## src/rtl/countdown_ctrl_if.sv

```systemverilog
// Countdown overlay control bundle: frame timing and requests in, digit and status out.
interface countdown_ctrl_if;
  logic       vsync_in;
  logic       start;
  logic       abort;
  logic [1:0] digit;
  logic       digit_en;
  logic       busy;
  logic       countdown_done;

  modport master (
    output vsync_in, start, abort,
    input  digit, digit_en, busy, countdown_done
  );

  modport slave (
    input  vsync_in, start, abort,
    output digit, digit_en, busy, countdown_done
  );
endinterface

```

## src/rtl/countdown_ctrl.sv

```systemverilog
// 3-2-1 on-screen countdown sequencer; each digit is held for FRAMES_PER_DIGIT video frames.
module countdown_ctrl #(
  parameter int FRAMES_PER_DIGIT = 60,
  parameter int FCNT_W           = 8
) (
  input  logic            pclk,
  input  logic            reset,
  countdown_ctrl_if.slave bus
);

  typedef enum logic [2:0] {
    IDLE = 3'd0,
    ARM  = 3'd1,
    CNT3 = 3'd2,
    CNT2 = 3'd3,
    CNT1 = 3'd4,
    DONE = 3'd5
  } state_t;

  localparam logic [FCNT_W-1:0] LAST_FRAME = FCNT_W'(FRAMES_PER_DIGIT - 1);

  state_t              state, state_nx;
  logic [FCNT_W-1:0]   frame_cnt, frame_cnt_nx;
  logic                vsync_d;
  logic                frame_tick;

  // vsync_d resets high so a vsync already asserted at reset release is not a new frame
  assign frame_tick = bus.vsync_in & ~vsync_d;

  always_ff @(posedge pclk) begin
    if (reset) begin
      state     <= IDLE;
      frame_cnt <= '0;
      vsync_d   <= 1'b1;
    end else begin
      state     <= state_nx;
      frame_cnt <= frame_cnt_nx;
      vsync_d   <= bus.vsync_in;
    end
  end

  always_comb begin
    state_nx           = state;
    frame_cnt_nx       = frame_cnt;
    bus.digit          = 2'd0;
    bus.digit_en       = 1'b0;
    bus.busy           = 1'b1;
    bus.countdown_done = 1'b0;

    if (bus.abort) begin
      state_nx     = IDLE;
      frame_cnt_nx = '0;
    end else begin
      case (state)
        IDLE: if (bus.start) state_nx = ARM;
        ARM: begin
          if (frame_tick) begin
            state_nx     = CNT3;
            frame_cnt_nx = '0;
          end
        end
        CNT3, CNT2, CNT1: begin
          if (frame_tick) begin
            if (frame_cnt == LAST_FRAME) begin
              frame_cnt_nx = '0;
              case (state)
                CNT3:    state_nx = CNT2;
                CNT2:    state_nx = CNT1;
                default: state_nx = DONE;
              endcase
            end else begin
              frame_cnt_nx = frame_cnt + FCNT_W'(1);
            end
          end
        end
        DONE:    state_nx = IDLE;
        default: state_nx = IDLE;
      endcase
    end

    // Moore decode: outputs depend on the state register only
    case (state)
      IDLE: bus.busy = 1'b0;
      CNT3: begin
        bus.digit    = 2'd3;
        bus.digit_en = 1'b1;
      end
      CNT2: begin
        bus.digit    = 2'd2;
        bus.digit_en = 1'b1;
      end
      CNT1: begin
        bus.digit    = 2'd1;
        bus.digit_en = 1'b1;
      end
      DONE:    bus.countdown_done = 1'b1;
      ARM:     bus.busy = 1'b1;
      default: bus.busy = 1'b0;
    endcase
  end

endmodule

```

## src/flat_wrapper.sv

```systemverilog
// flat-port wrapper written by rule: the top's interface ports become plain ports
module countdown_ctrl_flat 
#(
  parameter int FRAMES_PER_DIGIT = 60,
  parameter int FCNT_W           = 8
)
  (pclk, reset, bus_vsync_in, bus_start, bus_abort, bus_digit, bus_digit_en, bus_busy, bus_countdown_done);
  countdown_ctrl_if bus_i ();
  input  logic pclk;
  input  logic reset;
  input wire logic [$bits(bus_i.vsync_in)-1:0] bus_vsync_in;
  input wire logic [$bits(bus_i.start)-1:0] bus_start;
  input wire logic [$bits(bus_i.abort)-1:0] bus_abort;
  output wire logic [$bits(bus_i.digit)-1:0] bus_digit;
  output wire logic [$bits(bus_i.digit_en)-1:0] bus_digit_en;
  output wire logic [$bits(bus_i.busy)-1:0] bus_busy;
  output wire logic [$bits(bus_i.countdown_done)-1:0] bus_countdown_done;
  assign bus_i.vsync_in = bus_vsync_in;
  assign bus_i.start = bus_start;
  assign bus_i.abort = bus_abort;
  assign bus_digit = bus_i.digit;
  assign bus_digit_en = bus_i.digit_en;
  assign bus_busy = bus_i.busy;
  assign bus_countdown_done = bus_i.countdown_done;
  countdown_ctrl #(.FRAMES_PER_DIGIT(FRAMES_PER_DIGIT), .FCNT_W(FCNT_W)) u_core (.pclk(pclk), .reset(reset), .bus(bus_i));
endmodule
```

## config.mk

```make
export PLATFORM = sky130hd
export DESIGN_NAME = countdown_ctrl_flat
export DESIGN_NICKNAME = d
export VERILOG_FILES = /design/src/rtl/countdown_ctrl_if.sv /design/src/rtl/countdown_ctrl.sv /design/src/flat_wrapper.sv
export SDC_FILE = /design/constraint.sdc
export NUM_CORES = 1
export LEC_CHECK = 0
export CORE_MARGIN = 3
export CORE_UTILIZATION = 49
export CTS_BUF_LIST = sky130_fd_sc_hd__clkbuf_2 sky130_fd_sc_hd__clkbuf_4 sky130_fd_sc_hd__clkbuf_8
export CTS_CLUSTER_DIAMETER = 150
export DETAILED_ROUTE_END_ITERATION = 16
export GPL_TIMING_DRIVEN = 0
export HOLD_SLACK_MARGIN = 0.08
export PLACE_DENSITY = 0.76
export REMOVE_ABC_BUFFERS = 1
export SYNTH_ARGS = -nofsm -noshare
export SYNTH_HDL_FRONTEND = slang
export SYNTH_SLANG_ARGS = --single-unit
```

## constraint.sdc

```tcl
create_clock -name pclk -period 1.9 [get_ports pclk]
set_input_delay 0.475 -clock pclk [delete_from_list [all_inputs] [get_ports pclk]]
set_output_delay 0.475 -clock pclk [all_outputs]
set_load 0.02 [all_outputs]
```

Yosys cells after proc, flatten, opt, wreduce, memory -nomap -nowiden --
Cells that the tools add are included.
Storage, ports and cells: bits in registers 12, bits in latches 0, memory bits (writable) 0, bits in read-only memories 0, memories 0
Operators by class: add/sub/neg operators 1, multiply operators 0, div/mod/pow operators 0, $lt $le $gt $ge 0, equal/unequal tests 10, shifts and indexed selects 0, multiplexer cells 14, bitwise gates (word level) 2, reductions and logical operators 7
Operator list (count):
- 8-bit 2-to-1 mux | 3
- 8-bit one-hot mux with 2 select lines | 1
- 3-bit 2-to-1 mux | 4
- 3-bit one-hot mux with 3 select lines | 1
- 8-bit by 1-bit adder with 8-bit output (second input constant) | 1
- 8-bit by 6-bit equality test with 1-bit output (second input constant) | 1
- 3-bit by 2-bit equality test with 1-bit output (second input constant) | 2
- 3-bit equality test (second input constant) | 2
- 2-bit by 1-bit inequality test with 1-bit output (second input constant) | 3
- 2-bit one-hot mux with 3 select lines | 1
- 3-bit one-hot mux with 2 select lines | 1
- 5-bit OR reduction | 1
- 4-bit AND reduction | 1
- 3-bit by 1-bit equality test with 1-bit output (second input constant) | 1
- 3-bit zero test | 1
- 1-bit 2-to-1 mux | 3
- 3-bit AND reduction | 1
- 3-bit OR reduction | 1
- 2-bit inequality test (second input constant) | 1
- 2-bit nonzero test | 1
- 2-bit OR reduction | 1
- 1-bit AND | 1
- 1-bit NOT | 1

Logic depth before layout (Yosys ltp) --
Gate-level depths: netlist of the first run.
depth after elaboration 5, mapped depth 6

Worst setup path after synthesis of the first run --
Ideal clock, no wire load.
path type reg-to-reg, start point register u_core.state[0], end point register u_core.frame_cnt[5], library setup time 0.072 ns, data arrival time 1.757 ns, path slack 0.071 ns, cell stages (with the launch flop) 7, buffers on the path 2, clock period less this slack 1.829 ns, path through dfxtp_1 buf_6 or3b_4 buf_6 a21o_4 or4_1 a21oi_1
On the way: word-level cells in the longest chain between the ends 4, elaborated cells on any way between the ends 10, those cells by class eq/ne (6); mux (1); reduce/logical (3)
Ends and longest elaborated chain:
- start: declaration | RTL line countdown_ctrl.sv:22 | state_t state, state_nx;
- start signal: assignment | RTL line countdown_ctrl.sv:36 | state <= state_nx;
- 3-bit by 2-bit equality test with 1-bit output / 3-bit equality test (equally long branches) | RTL line countdown_ctrl.sv:54 | case (state)
- 3-bit OR reduction (no line)
- 2-bit by 1-bit inequality test with 1-bit output (no line) / 2-bit nonzero test (equally long branches)
- 3-bit AND reduction (no line)
- end signal: assignment | RTL line countdown_ctrl.sv:37 | frame_cnt <= frame_cnt_nx;
- end: declaration | RTL line countdown_ctrl.sv:23 | logic [FCNT_W-1:0] frame_cnt, frame_cnt_nx;
Parallel ways exist; a longest one is shown, timed or not. A chain may end at the register's enable or synchronous reset.

Worst setup path after layout of the first run --
start point register u_core.frame_cnt[6], end point register u_core.state[2]
On the way: word-level cells in the longest chain between the ends 3
Ends and longest elaborated chain:
- 8-bit by 6-bit equality test with 1-bit output | RTL line countdown_ctrl.sv:64 | if (frame_cnt == LAST_FRAME) begin
- 2-bit by 1-bit inequality test with 1-bit output (no line)
- 4-bit AND reduction (no line)
Every way passes these cells.

==> qor.csv, run 1 <==
metric,value,unit
status,"finished, final reports clean",
Pleak,0.2987,nW
Gate power share,8.7,%
met2 GRT Util,18.02,%
peak supply drop,0.0004227,V
CTS Buf Count,3,
Vias,615,
P per Cell Area,605.0,nW/um2
hold depth,2,
Critical Path AT,2020,ps
placed wire-length estimate,943.4,um
residual DRC count,0,
synth warn,0,
Critical Setup Path Class,flop to flop,
WL per Instance,12.08,um
slew of the pin with the lowest slew margin,494.3,ps
Setup Skew,3.844,ps
first-pass GRT wire length,2111,um
Vias/cell,5.642,
asr flop ratio synth,0,%
Pint,0.3905,mW
Final ANT Viol Nets,0,
pin count of the biggest net entering global routing,12,
drt pass-1 iters,4,
mapped cell area,696.9,um2
register area share after synthesis,34.47,%
total of max-cap violations,0,
RePlAce Congestion,0.7940,
diode count,0,
Slew HR,66.19,%
Die W,43.72,um
share of power burned in registers,50.8,%
die height,43.72,um
Non-Filler Instances,109,
area share of the largest cell type after synthesis,34.47,%
Clock Power Share,40.5,%
Crit Path Max Fanout,3,
Worst-Skew Late Latency,280,ps
clk root buf,clkbuf_4,
ys flop type,dfxtp_1,
"most common cell after layout, fill and taps aside",nor2_1,
syn_area_per_cell,8.397,um2
Area Overhead vs Synth,20.29,%
share of post-route cells with drive strength above 1,20.00,%
RSZ-0062 raised after global routing,no,
R2R setup slack,70,ps
fmax,546.8,MHz
DRT Wirelength,1317,um
R2R depth,4,
Design Power,0.5071,mW
Synth area leader,dfxtp_1,
core box area,1216,um2
Net Sw Power,0.1167,mW
TritonCTS clock tree,yes,
"Reg clk slew, reported paths",80,ps
Die Area,1911,um2
CP required,2090,ps
Buffers on Ports,9,
initial antenna violation count,0,
std cell rows,12,
min Tclk post-route,1829,ps
Mapped Cells,83,
final worst-path cycle share,96.25,%
initial DRC count,12,
Worst Setup End Kind,flop,
met3 usage,2.490,%
Max clock buf depth,2,
most frequent cells in the layout,"10 x nor2_1, 8 x dfxtp_1, 6 x nand2_1",
CTS Hold Bufs,0,
H-Tree Level Count,1,
Finish-stage setup viols,0,
Final Max Slew Viols,0,
post-synthesis register bit count,12,
dpl cells,102,
Ports,10,
HP Class,flop to flop,
Final Hold Fails,0,
total global-route track usage,14.57,%
Initial Util,57.30,%
main area contributors after synthesis,"dfxtp_1 34%, nor2_1 5.4%, xnor2_1 5.0%, nand3_1 3.6%, a211oi_1 3.2%",
GRT busiest layer,met1,
Sw Ratio,23.00,%
number of clock sinks,12,
number of global-route vias before repair,487,
synth unique cells,36,
GRT overflow,0,
"EDFF count, synth",0,
Worst setup SP type,flop,
fin nets,102,
met1 Usage GRT,22.44,%
-- per-stage QoR --
stage | util [%] | setup WS [ps] | area [um2] | hold WS, ps | TNS [ps]
final | 68.93 | 71.34 | 838.3 | 481.6 | 0
after global routing | 68.93 | 14.23 | 838.3 | 502.0 | 0
after CTS | 66.36 | 45.56 | 807.0 | 484.2 | 0
after detailed placement | 63.37 | -232.3 | 770.7 | 473.4 | -1600
after global placement | 63.37 | -222.0 | 770.7 | 460.0 | -1633
after floorplan | - | 72.00 | 663.1 | 441.5 | 0
-- kinds of logic (layout without fill, tap and decap cells) --
| kind of cell | after synthesis | in the layout | share of synthesized area [%] |
|---|---|---|---|
| flip-flops | 12 | 12 | 34.47 |
| adder cells (fa/ha/maj) | 1 | 1 | 1.795 |
| AO/OA/AOI/OAI | 19 | 19 | 20.29 |
| AND/OR/NAND/NOR | 35 | 35 | 26.75 |
| multiplexers | 2 | 2 | 2.873 |
| buffers and inverters | 9 | 21 | 7.540 |
| XOR/XNOR | 5 | 5 | 6.283 |
-- cell usage after synthesis, drive strengths merged (2+ instances only) --
cell type	number
mux2i	2
o21ai	2
nand2b	2
buf	3
a21oi	4
nand3	5
nor2	10
nand2	6
or2	2
xnor2	4
inv	5
dfxtp	12
a211oi	3
nor3	2
or4b	2
nor4	2
-- sequential cells by signal, indices dropped and copies added (netlist names) --
name,cells
u_core.vsync_d,1
u_core.state,3
u_core.frame_cnt,8
-- power by group through the flow --
stage                     logic (mW)  clock network [mW]  registers [mW]
after CTS                     0.0432               0.211           0.258
after detailed placement      0.0443                   0           0.265
after floorplan               0.0261                   0           0.264
final                         0.0442               0.205           0.258
after global routing          0.0478               0.226           0.258
after global placement        0.0437                   0           0.265
-- per-layer routing --
metal  routed length, um  up-vias
met4                  45        0
met1                 667      259
met3                  93        7
met5                   0        -
met2                 510       23
li1                    -      326
-- layout make-up --
class / count / area (um2)
multi-input cells: 62 / 415.4
fillers: 92 / 377.9
flip-flops and latches: 12 / 247.7
repair buffers: 12 / 102.6
clock buffers: 4 / 36.28
inverters: 5 / 18.77
well taps: 14 / 17.52
-- worst max-delay path, stage by stage (launching register included) --
cell,delay (ps)
dfxtp_1,340
or4b_2,700
a2bb2oi_1,190
a211o_1,280
o32ai_2,240
-- final timing paths --
check,startpoint,to
worst max register to register,u_core.frame_cnt[6],u_core.state[2]
worst min register to register,u_core.frame_cnt[7],u_core.frame_cnt[7]
worst min-delay path,u_core.frame_cnt[7],u_core.frame_cnt[7]
worst max-delay path,u_core.frame_cnt[6],u_core.state[2]
-- repair_timing --
action,in CTS,in global routing
endpoints found under the setup margin,13,2
gates resized for setup,13,2
buffers inserted,0,3
gates cloned,0,0
Power figures use the tool's default switching activity.
==> inputs of run 2 (changes only) <==
Settings changed: GPL_TIMING_DRIVEN 0 to not set.
==> run 2 against run 1 <==
Sequential power about the same. Register-to-register slack got worse by 30 ps. Count of clock-buffer cells in the layout is the same. Sequential cell count unchanged.
==> qor.csv, run 2 (synthesized netlist as in run 1, its figures left out) <==
metric,value,unit,change
Critical Setup Path Class,flop to flop,,unchanged
R2R setup slack,50,ps,was 70 ps
WL per Instance,12.16,um,was 12.08 um
Non-Filler Instances,120,,was 109
Vias/cell,5.508,,was 5.642
most frequent cells in the layout,"14 x buf_4, 11 x dfxtp_1, 10 x nor2_1",,"was 10 x nor2_1, 8 x dfxtp_1, 6 x nand2_1"
initial DRC count,14,,was 12
top flop regs,"u_core.frame_cnt (8), u_core.state (3), u_core.vsync_d (1)",,unchanged
Pleak,0.3494,nW,was 0.2987 nW
GRT overflow,0,,unchanged
Setup Skew,9.096,ps,was 3.844 ps
clk root buf,clkbuf_4,,unchanged
core box area,1216,um2,unchanged
Area Overhead vs Synth,31.24,%,was 20.29%
HP Class,flop to flop,,unchanged
CTS Buf Count,3,,unchanged
initial antenna violation count,0,,unchanged
Worst Hold Launch,u_core.frame_cnt[7],,unchanged
Finish-stage setup viols,0,,unchanged
Final Hold Fails,0,,unchanged
RePlAce Congestion,0.8560,,was 0.7940
Largest register FFs,8,,unchanged
slew of the pin with the lowest slew margin,369.9,ps,was 494.3 ps
Final ANT Viol Nets,0,,unchanged
hold depth,2,,unchanged
number of clock sinks,12,,unchanged
first-pass GRT wire length,2408,um,was 2111 um
Vias,661,,was 615
"most common cell after layout, fill and taps aside",buf_4,,was nor2_1
Crit Path Max Fanout,7,,was 3
Die Area,1911,um2,unchanged
Hold Path Sink,u_core.frame_cnt[7],,unchanged
CP required,2100,ps,was 2090 ps
Ports,10,,unchanged
min Tclk post-route,1854,ps,was 1829 ps
Worst setup SP type,flop,,unchanged
Worst Setup End Kind,flop,,unchanged
Slew HR,75.29,%,was 66.19%
worst reg2reg path endpoint,u_core.frame_cnt[7],,was u_core.state[2]
fin nets,113,,was 102
std cell rows,12,,unchanged
status,"finished, final reports clean",,unchanged
Die W,43.72,um,unchanged
pin count of the biggest net entering global routing,9,,was 12
drt pass-1 iters,4,,unchanged
Buffers on Ports,9,,unchanged
placed wire-length estimate,1125,um,was 943.4 um
H-Tree Level Count,1,,unchanged
P per Cell Area,559.3,nW/um2,was 605.0 nW/um2
residual DRC count,0,,unchanged
total global-route track usage,16.69,%,was 14.57%
Max clock buf depth,2,,unchanged
Util after Layout,75.21,%,was 68.93%
R2R depth,5,,was 4
total of max-cap violations,0,,unchanged
DRT Wirelength,1459,um,was 1317 um
Design Power,0.5115,mW,was 0.5071 mW
FF-to-FF Start,u_core.state[2],,was u_core.frame_cnt[6]
final worst-path cycle share,97.60,%,was 96.25%
Worst-Skew Late Latency,280,ps,about the same
TritonCTS clock tree,yes,,unchanged
Initial Util,57.30,%,unchanged
diode count,0,,unchanged
Final Max Slew Viols,0,,unchanged
"Reg clk slew, reported paths",80,ps,about the same
die height,43.72,um,unchanged
share of post-route cells with drive strength above 1,24.53,%,was 20.00%
number of global-route vias before repair,566,,was 487
dpl cells,116,,was 102
largest register by flop count,u_core.frame_cnt,,unchanged
Critical Path AT,2060,ps,was 2020 ps
fmax,539.3,MHz,was 546.8 MHz
peak supply drop,0.0004296,V,was 0.0004227 V
-- run 2: cell types whose count changed in the layout (fill, tap and decap cells not counted), sizes merged --
cell	change
clkbuf	+1
buf	+10
-- run 2: worst max-delay path, cell delays in order, from the launching register on --
cell and delay (ps):
dfxtp_4 370, or3b_4 380, buf_4 170, a21o_4 220, or4b_1 500, a21oi_1 140
-- run 2: repair_timing --
item,in CTS,in global routing
endpoints found under the setup margin,7,5
hold buffers,0,0
pin swaps,0,1
gates resized for setup,7,4
setup buffers,0,0
-- run 2: report_power, final --
group          switching (mW)  internal, mW
clock network          0.0867         0.117
logic                  0.0276        0.0261
registers             0.00178         0.253
total                   0.116         0.395
-- run 2: how the worst max path moves through the flow --
stage	startpoint	endpoint	slack, ps	cells after the start
2_1_floorplan	u_core.state[2]	u_core.frame_cnt[5]	70	4
5_1_grt	u_core.frame_cnt[6]	u_core.state[2]	-10	4
3_3_place_gp	bus_vsync_in	u_core.frame_cnt[5]	-90	5
4_1_cts	u_core.state[2]	bus_digit_en	20	3
6_report	u_core.state[2]	u_core.frame_cnt[7]	50	5
3_5_place_dp	bus_vsync_in	u_core.frame_cnt[5]	-170	5
-- run 2: per-layer routing --
layer | wire, um | track usage, %
met1 | 788 | 23.50
met2 | 579 | 24.13
met3 | 81 | 7.469
met4 | 9 | 1.807
met5 | 0 | 0
-- run 2: stage by stage --
| step | area [um2] | hold WS (ps) | setup WS [ps] | setup TNS (ps) |
|---|---|---|---|---|
| after floorplan | 663.1 | 441.5 | 72.00 | 0 |
| after global routing | 914.6 | 507.5 | -9.905 | -9.905 |
| final | 914.6 | 495.5 | 45.64 | 0 |
| after detailed placement | 875.8 | 473.0 | -166.7 | -588.1 |
| after CTS | 908.4 | 490.1 | 20.14 | 0 |
| after global placement | 875.8 | 474.3 | -93.03 | -297.2 |
-- run 2: layout make-up --
cell class,instances,area [um2]
Clock buffer,4,36.28
Inverter,5,18.77
Sequential cell,12,244.0
Tap cell,14,17.52
Timing Repair Buffer,23,185.2
Multi-Input combinational cell,62,412.9
Fill cell,103,301.5
